[src/rtl/hazard_ctrl_if.sv]
// -----------------------------------------------------------------------------
// hazard_ctrl_if
// Bundle between the pipeline datapath and the hazard/shared-memory controller.
//   master : pipeline side - drives hazard sources, receives hold/flush/grant
//   slave  : hazard_ctrl side
// Hazard sources : mem_req, exe_mem_read, exe_reg_write, exe_reg_addr,
//                  id_rs1/id_rs2 (+ _used), branch_taken
// Controls       : pc_hold, pc_load, if_id_hold/flush, id_exe_hold/flush,
//                  exe_mem_hold, mem_grant (0 = IF, 1 = MEM), stall_count
// -----------------------------------------------------------------------------
interface hazard_ctrl_if #(
    parameter int REG_AW = 4,
    parameter int CNT_W  = 16
);
    logic              mem_req;
    logic              exe_mem_read;
    logic              exe_reg_write;
    logic [REG_AW-1:0] exe_reg_addr;
    logic [REG_AW-1:0] id_rs1;
    logic [REG_AW-1:0] id_rs2;
    logic              id_rs1_used;
    logic              id_rs2_used;
    logic              branch_taken;

    logic              pc_hold;
    logic              pc_load;
    logic              if_id_hold;
    logic              if_id_flush;
    logic              id_exe_hold;
    logic              id_exe_flush;
    logic              exe_mem_hold;
    logic              mem_grant;
    logic [CNT_W-1:0]  stall_count;

    modport master (
        output mem_req, exe_mem_read, exe_reg_write, exe_reg_addr,
               id_rs1, id_rs2, id_rs1_used, id_rs2_used, branch_taken,
        input  pc_hold, pc_load, if_id_hold, if_id_flush, id_exe_hold,
               id_exe_flush, exe_mem_hold, mem_grant, stall_count
    );

    modport slave (
        input  mem_req, exe_mem_read, exe_reg_write, exe_reg_addr,
               id_rs1, id_rs2, id_rs1_used, id_rs2_used, branch_taken,
        output pc_hold, pc_load, if_id_hold, if_id_flush, id_exe_hold,
               id_exe_flush, exe_mem_hold, mem_grant, stall_count
    );
endinterface

[src/rtl/hazard_ctrl.sv]
// -----------------------------------------------------------------------------
// hazard_ctrl
// Hazard and shared-SRAM controller for the 5-stage 16-bit pipeline.
// Resolves, in priority order: structural (multi-cycle SRAM access held by the
// MEM stage), taken branch, load-use. Control outputs are Mealy (combinational
// from state, counter and inputs); stall_count is registered.
// Ports:
//   clk  - pipeline clock
//   rst  - asynchronous, active-low reset
//   hz   - hazard_ctrl_if.slave (hazard sources in, stage controls out)
// -----------------------------------------------------------------------------
module hazard_ctrl #(
    parameter int REG_AW     = 4,
    parameter int MEM_CYCLES = 2,
    parameter int CNT_W      = 16
) (
    input  logic         clk,
    input  logic         rst,
    hazard_ctrl_if.slave hz
);

    typedef enum logic [0:0] {
        ST_IDLE = 1'b0,
        ST_MEM  = 1'b1
    } state_e;

    // The first access cycle is spent in IDLE, the last one is the release
    // cycle, so MEM counts down the cycles strictly in between.
    localparam int         CNT_INIT_I = (MEM_CYCLES > 1) ? (MEM_CYCLES - 2) : 0;
    localparam logic [3:0] CNT_INIT   = CNT_INIT_I[3:0];

    state_e           state_q, state_d;
    logic [3:0]       cnt_q, cnt_d;
    logic [CNT_W-1:0] stall_count_q, stall_count_d;

    logic [REG_AW-1:0] exe_addr_s;
    logic load_use_s;
    logic full_hold_s;
    logic release_s;
    logic pc_hold_s, pc_load_s, if_id_hold_s, if_id_flush_s;
    logic id_exe_hold_s, id_exe_flush_s, exe_mem_hold_s, mem_grant_s;

    assign exe_addr_s = hz.exe_reg_addr;

    // Load-use detection; register 0 is treated like any other register.
    always_comb begin
        load_use_s = hz.exe_mem_read & hz.exe_reg_write &
                     ((hz.id_rs1_used & (hz.id_rs1 == exe_addr_s)) |
                      (hz.id_rs2_used & (hz.id_rs2 == exe_addr_s)));
    end

    // Next-state, counter and Mealy control outputs.
    always_comb begin
        state_d        = state_q;
        cnt_d          = cnt_q;
        full_hold_s    = 1'b0;
        release_s      = 1'b0;
        mem_grant_s    = 1'b0;
        pc_hold_s      = 1'b0;
        pc_load_s      = 1'b0;
        if_id_hold_s   = 1'b0;
        if_id_flush_s  = 1'b0;
        id_exe_hold_s  = 1'b0;
        id_exe_flush_s = 1'b0;
        exe_mem_hold_s = 1'b0;

        case (state_q)
            ST_IDLE: begin
                if (hz.mem_req) begin
                    mem_grant_s = 1'b1;
                    if (MEM_CYCLES == 1) begin
                        release_s = 1'b1;
                    end else begin
                        full_hold_s = 1'b1;
                        state_d     = ST_MEM;
                        cnt_d       = CNT_INIT;
                    end
                end else begin
                    mem_grant_s = 1'b0;
                end
            end
            ST_MEM: begin
                mem_grant_s = 1'b1;
                if (cnt_q != 4'd0) begin
                    full_hold_s = 1'b1;
                    cnt_d       = cnt_q - 4'd1;
                end else begin
                    release_s = 1'b1;
                    state_d   = ST_IDLE;
                end
            end
            default: begin
                state_d = ST_IDLE;
                cnt_d   = 4'd0;
            end
        endcase

        // While SRAM is busy EXE is frozen, so branch/load-use simply
        // re-present at the release cycle and need no latching.
        if (full_hold_s) begin
            pc_hold_s      = 1'b1;
            if_id_hold_s   = 1'b1;
            id_exe_hold_s  = 1'b1;
            exe_mem_hold_s = 1'b1;
        end else if (hz.branch_taken) begin
            pc_load_s      = 1'b1;
            if_id_flush_s  = 1'b1;
            id_exe_flush_s = 1'b1;
        end else if (load_use_s) begin
            // IF/ID is held (not flushed) so no fetched instruction is lost.
            pc_hold_s      = 1'b1;
            if_id_hold_s   = 1'b1;
            id_exe_flush_s = 1'b1;
        end else if (release_s) begin
            // MEM consumed this cycle's fetch slot: refetch, bubble IF/ID.
            pc_hold_s      = 1'b1;
            if_id_flush_s  = 1'b1;
        end else begin
            pc_hold_s      = 1'b0;
        end

        if (!rst) begin
            mem_grant_s    = 1'b0;
            pc_hold_s      = 1'b0;
            pc_load_s      = 1'b0;
            if_id_hold_s   = 1'b0;
            if_id_flush_s  = 1'b1;
            id_exe_hold_s  = 1'b0;
            id_exe_flush_s = 1'b1;
            exe_mem_hold_s = 1'b0;
        end else begin
            mem_grant_s    = mem_grant_s;
        end
    end

    // Stall performance counter: counts cycles where the PC is held.
    always_comb begin
        if (pc_hold_s && !pc_load_s) begin
            stall_count_d = stall_count_q + {{(CNT_W-1){1'b0}}, 1'b1};
        end else begin
            stall_count_d = stall_count_q;
        end
    end

    // State, access counter and stall counter registers.
    always_ff @(posedge clk or negedge rst) begin
        if (!rst) begin
            state_q       <= ST_IDLE;
            cnt_q         <= 4'd0;
            stall_count_q <= {CNT_W{1'b0}};
        end else begin
            state_q       <= state_d;
            cnt_q         <= cnt_d;
            stall_count_q <= stall_count_d;
        end
    end

    assign hz.pc_hold      = pc_hold_s;
    assign hz.pc_load      = pc_load_s;
    assign hz.if_id_hold   = if_id_hold_s;
    assign hz.if_id_flush  = if_id_flush_s;
    assign hz.id_exe_hold  = id_exe_hold_s;
    assign hz.id_exe_flush = id_exe_flush_s;
    assign hz.exe_mem_hold = exe_mem_hold_s;
    assign hz.mem_grant    = mem_grant_s;
    assign hz.stall_count  = stall_count_q;

endmodule
[src/flat_wrapper.sv]
// flat-port wrapper written by rule: the top's interface ports become plain ports
module hazard_ctrl_flat 
#(
    parameter int REG_AW     = 4,
    parameter int MEM_CYCLES = 2,
    parameter int CNT_W      = 16
)
  (clk, rst, hz_mem_req, hz_exe_mem_read, hz_exe_reg_write, hz_exe_reg_addr, hz_id_rs1, hz_id_rs2, hz_id_rs1_used, hz_id_rs2_used, hz_branch_taken, hz_pc_hold, hz_pc_load, hz_if_id_hold, hz_if_id_flush, hz_id_exe_hold, hz_id_exe_flush, hz_exe_mem_hold, hz_mem_grant, hz_stall_count);
  hazard_ctrl_if #(.REG_AW(REG_AW), .CNT_W(CNT_W)) hz_i ();
  input  logic clk;
  input  logic rst;
  input wire logic [$bits(hz_i.mem_req)-1:0] hz_mem_req;
  input wire logic [$bits(hz_i.exe_mem_read)-1:0] hz_exe_mem_read;
  input wire logic [$bits(hz_i.exe_reg_write)-1:0] hz_exe_reg_write;
  input wire logic [$bits(hz_i.exe_reg_addr)-1:0] hz_exe_reg_addr;
  input wire logic [$bits(hz_i.id_rs1)-1:0] hz_id_rs1;
  input wire logic [$bits(hz_i.id_rs2)-1:0] hz_id_rs2;
  input wire logic [$bits(hz_i.id_rs1_used)-1:0] hz_id_rs1_used;
  input wire logic [$bits(hz_i.id_rs2_used)-1:0] hz_id_rs2_used;
  input wire logic [$bits(hz_i.branch_taken)-1:0] hz_branch_taken;
  output wire logic [$bits(hz_i.pc_hold)-1:0] hz_pc_hold;
  output wire logic [$bits(hz_i.pc_load)-1:0] hz_pc_load;
  output wire logic [$bits(hz_i.if_id_hold)-1:0] hz_if_id_hold;
  output wire logic [$bits(hz_i.if_id_flush)-1:0] hz_if_id_flush;
  output wire logic [$bits(hz_i.id_exe_hold)-1:0] hz_id_exe_hold;
  output wire logic [$bits(hz_i.id_exe_flush)-1:0] hz_id_exe_flush;
  output wire logic [$bits(hz_i.exe_mem_hold)-1:0] hz_exe_mem_hold;
  output wire logic [$bits(hz_i.mem_grant)-1:0] hz_mem_grant;
  output wire logic [$bits(hz_i.stall_count)-1:0] hz_stall_count;
  assign hz_i.mem_req = hz_mem_req;
  assign hz_i.exe_mem_read = hz_exe_mem_read;
  assign hz_i.exe_reg_write = hz_exe_reg_write;
  assign hz_i.exe_reg_addr = hz_exe_reg_addr;
  assign hz_i.id_rs1 = hz_id_rs1;
  assign hz_i.id_rs2 = hz_id_rs2;
  assign hz_i.id_rs1_used = hz_id_rs1_used;
  assign hz_i.id_rs2_used = hz_id_rs2_used;
  assign hz_i.branch_taken = hz_branch_taken;
  assign hz_pc_hold = hz_i.pc_hold;
  assign hz_pc_load = hz_i.pc_load;
  assign hz_if_id_hold = hz_i.if_id_hold;
  assign hz_if_id_flush = hz_i.if_id_flush;
  assign hz_id_exe_hold = hz_i.id_exe_hold;
  assign hz_id_exe_flush = hz_i.id_exe_flush;
  assign hz_exe_mem_hold = hz_i.exe_mem_hold;
  assign hz_mem_grant = hz_i.mem_grant;
  assign hz_stall_count = hz_i.stall_count;
  hazard_ctrl #(.REG_AW(REG_AW), .MEM_CYCLES(MEM_CYCLES), .CNT_W(CNT_W)) u_core (.clk(clk), .rst(rst), .hz(hz_i));
endmodule
[config.mk]
export PLATFORM = sky130hd
export DESIGN_NAME = hazard_ctrl_flat
export DESIGN_NICKNAME = d
export VERILOG_FILES = /design/src/rtl/hazard_ctrl_if.sv /design/src/rtl/hazard_ctrl.sv /design/src/flat_wrapper.sv
export SDC_FILE = /design/constraint.sdc
export NUM_CORES = 1
export LEC_CHECK = 0
export ABC_AREA = 1
export BUFFER_PORTS_ARGS = -buffer_cell sky130_fd_sc_hd__buf_2
export CAP_MARGIN = 25
export CORE_ASPECT_RATIO = 1.75
export CORE_MARGIN = 2
export CORE_UTILIZATION = 51
export CTS_CLUSTER_SIZE = 28
export DETAILED_ROUTE_END_ITERATION = 8
export GPL_ROUTABILITY_DRIVEN = 0
export PLACE_DENSITY_LB_ADDON = 0.12
export SYNTH_ARGS = -nofsm -noshare
export SYNTH_HDL_FRONTEND = slang
export SYNTH_SLANG_ARGS = --single-unit
[constraint.sdc]
create_clock -name clk -period 1.9 [get_ports clk]
set_input_delay 0.19 -clock clk [delete_from_list [all_inputs] [get_ports clk]]
set_output_delay 0.19 -clock clk [all_outputs]
set_load 0.005 [all_outputs]
==> results.cfg <==
[yosys]
netlist_area_sq_um = 1500
yosys_warnings = 0
synth_largest_area_cell = dfrtp_1
ys_types = 22
ys_top_cells_by_area = dfrtp_1, nand2_1, nor2_1, inv_1, nand3_1
synth-seq-cells = 21
synth_area_per_cell_sq_um = 7.36
synth_top_area_frac = 0.350
synthCells = 204
seq_area_frac_synth = 0.350
syn_nets = 226

[cells_and_area]
utilization = 0.651
area_delta_synth_final_pct = 24.1
final_common_cell = nand2_1
final_net_count = 281
drive_gt1_frac = 0.295
layout_common_cells = nand2_1, buf_2, nor2_1
antenna_cells = 0

[die]
rows = 26
start_util = 0.524
die_y_microns = 75.8
die-area_sq_um = 3410
core_sq_um = 2860
die-width_microns = 45.0
ios = 44

[global_routing]
antenna_found_initial = 0
grt_pass1_wl_microns = 5550
grt.overflow.total = 0
grtUsageTotal = 0.220
grt_start_max_net_pins = 22
grt_pass1_vias = 1348

[sta]
setup-violations-final = 0
drv_slew = 0
rsz0062_at_grt = yes
maxSlewHeadroom = 0.707
whs_ps = 293
tightest_slew_ps = 437
max_freq_mhz = 538
hold_violations = 0
finalCritPeriodShare = 0.979
finalSetupTns_ps = 0
skew_ps = 4.56
period_needed_ps = 1860

[drt]
drc = 0
ant_nets = 0
num_vias = 1462
drt-pass1-iter-count = 4
drt_wl_total_microns = 3420
wire_per_inst_microns = 12.0
drtIter0Drc = 16
routed_via_density = 5.11

[placed_design]
place_hpwl_microns = 2560
portBuffers = 43

[clock_network]
clk_path_buf_depth = 2
worst_skew_pair.late_latency_ps = 260
cts_tree = done
cts_sinks = 21
clk_pin_slew_worst_paths_ps = 80
htree_levels = 1
clock-root-buffer = clkbuf_8
cts_inserted_buffers = 3

[critical_path]
crit_type = reg -> out
worst_ep_required_time_ps = 1710
crit_path_end_kind = output pin
path_max_fanout = 7
cp.arrival_ps = 1670
critPathLaunchType = flop

[run_status]
status = completed

[flow_run]
drv_cap = 0

[worst_hold_path]
min_path_type = in -> reg

[pwr]
vdd_drop_max_v = 0.00101
p_total_mw = 1.88
power.leakage_nw = 1.02
p_per_area_nw_per_um2 = 1010
path summary, 6_finish.rpt:
path                                            from  depth (start not counted)                   endpoint  slack [ps]
max                                  u_core.cnt_q[0]                          7              hz_if_id_hold          40
max in group asynchronous                        rst                          3   u_core.hz.stall_count[3]        1200
min reg2reg                u_core.hz.stall_count[13]                          2  u_core.hz.stall_count[13]         500
min in group asynchronous                        rst                          3  u_core.hz.stall_count[10]         480
max reg2reg                          u_core.cnt_q[0]                          8   u_core.hz.stall_count[0]         260
min                                       hz_mem_req                          3             u_core.state_q         290
cells in the mapped netlist (all sizes together):
cell type / count
nor3: 6
a21oi: 2
dfrtp: 21
buf: 5
o22ai: 2
nor2: 26
nand3: 27
nand2: 66
xor2: 10
xnor2: 6
ha: 2
a21boi: 1
o21ai: 4
nand4: 1
inv: 25
worst max-delay path: stages, from the launching register on:
cell      delay (ps)
dfrtp_1          380
inv_2             60
ha_4             170
nand4_4          100
o21ai_4          120
a21oi_4          260
a21boi_2         200
buf_2            120
routing by layer:
layer,share of wire,wire (microns),GRT usage,up-vias
li1,-,-,-,748
met1,0.39,1350,0.235,655
met2,0.52,1800,0.395,46
met3,0.044,151,0.0332,13
met4,0.037,127,0.127,0
met5,0,0,0,-
repair_timing:
item	CTS	global route
resized for setup	6	3
endpoints found under the setup margin	3	4
hold buffers	1	0
buffers inserted	2	6
cloned	0	0
pin swaps	3	3
endpoints found under the hold margin	21	0
registers in the layout, summed over array words and instances (netlist names):
register	flops
u_core.cnt_q	4
u_core.state_q	1
u_core.hz.stall_count	16
cell families (layout without fill, tap and decap cells):
kind of cell / count (synthesis) / in the layout / share of synthesized area
and+or+nand+nor: 126 / 126 / 0.394
buffers and inverters: 30 / 84 / 0.0975
DFF: 21 / 21 / 0.350
xor gates and xnor gates: 16 / 16 / 0.0933
AOI/OAI and AO/OA: 9 / 9 / 0.0483
adders and majority gates: 2 / 2 / 0.0167
layout make-up:
class	count	area (sq um)
Clock inverter	1	5.00
Sequential cell	21	526
Tap cell	28	35.0
Timing Repair Buffer	55	308
Fill cell	282	1000
Multi-Input combinational cell	153	855
Clock buffer	3	41.3
Inverter	25	93.8
through the flow:
step	worst slack, ps	cell area [sq um]	instances
6_report	39.9	1860	286
5_1_grt	-21.5	1860	286
4_1_cts	4.46	1810	280
3_5_place_dp	196	1720	273
3_3_place_gp	242	1720	273
2_1_floorplan	288	1500	204
power breakdown:
part / switching [mW] / total [mW] / internal, mW / leakage [nW]
registers: 0.107 / 0.658 / 0.551 / 0.274
clock network: 0.149 / 0.296 / 0.146 / 0.0255
logic: 0.520 / 0.929 / 0.409 / 0.723
(Power assumes the default switching activity.)
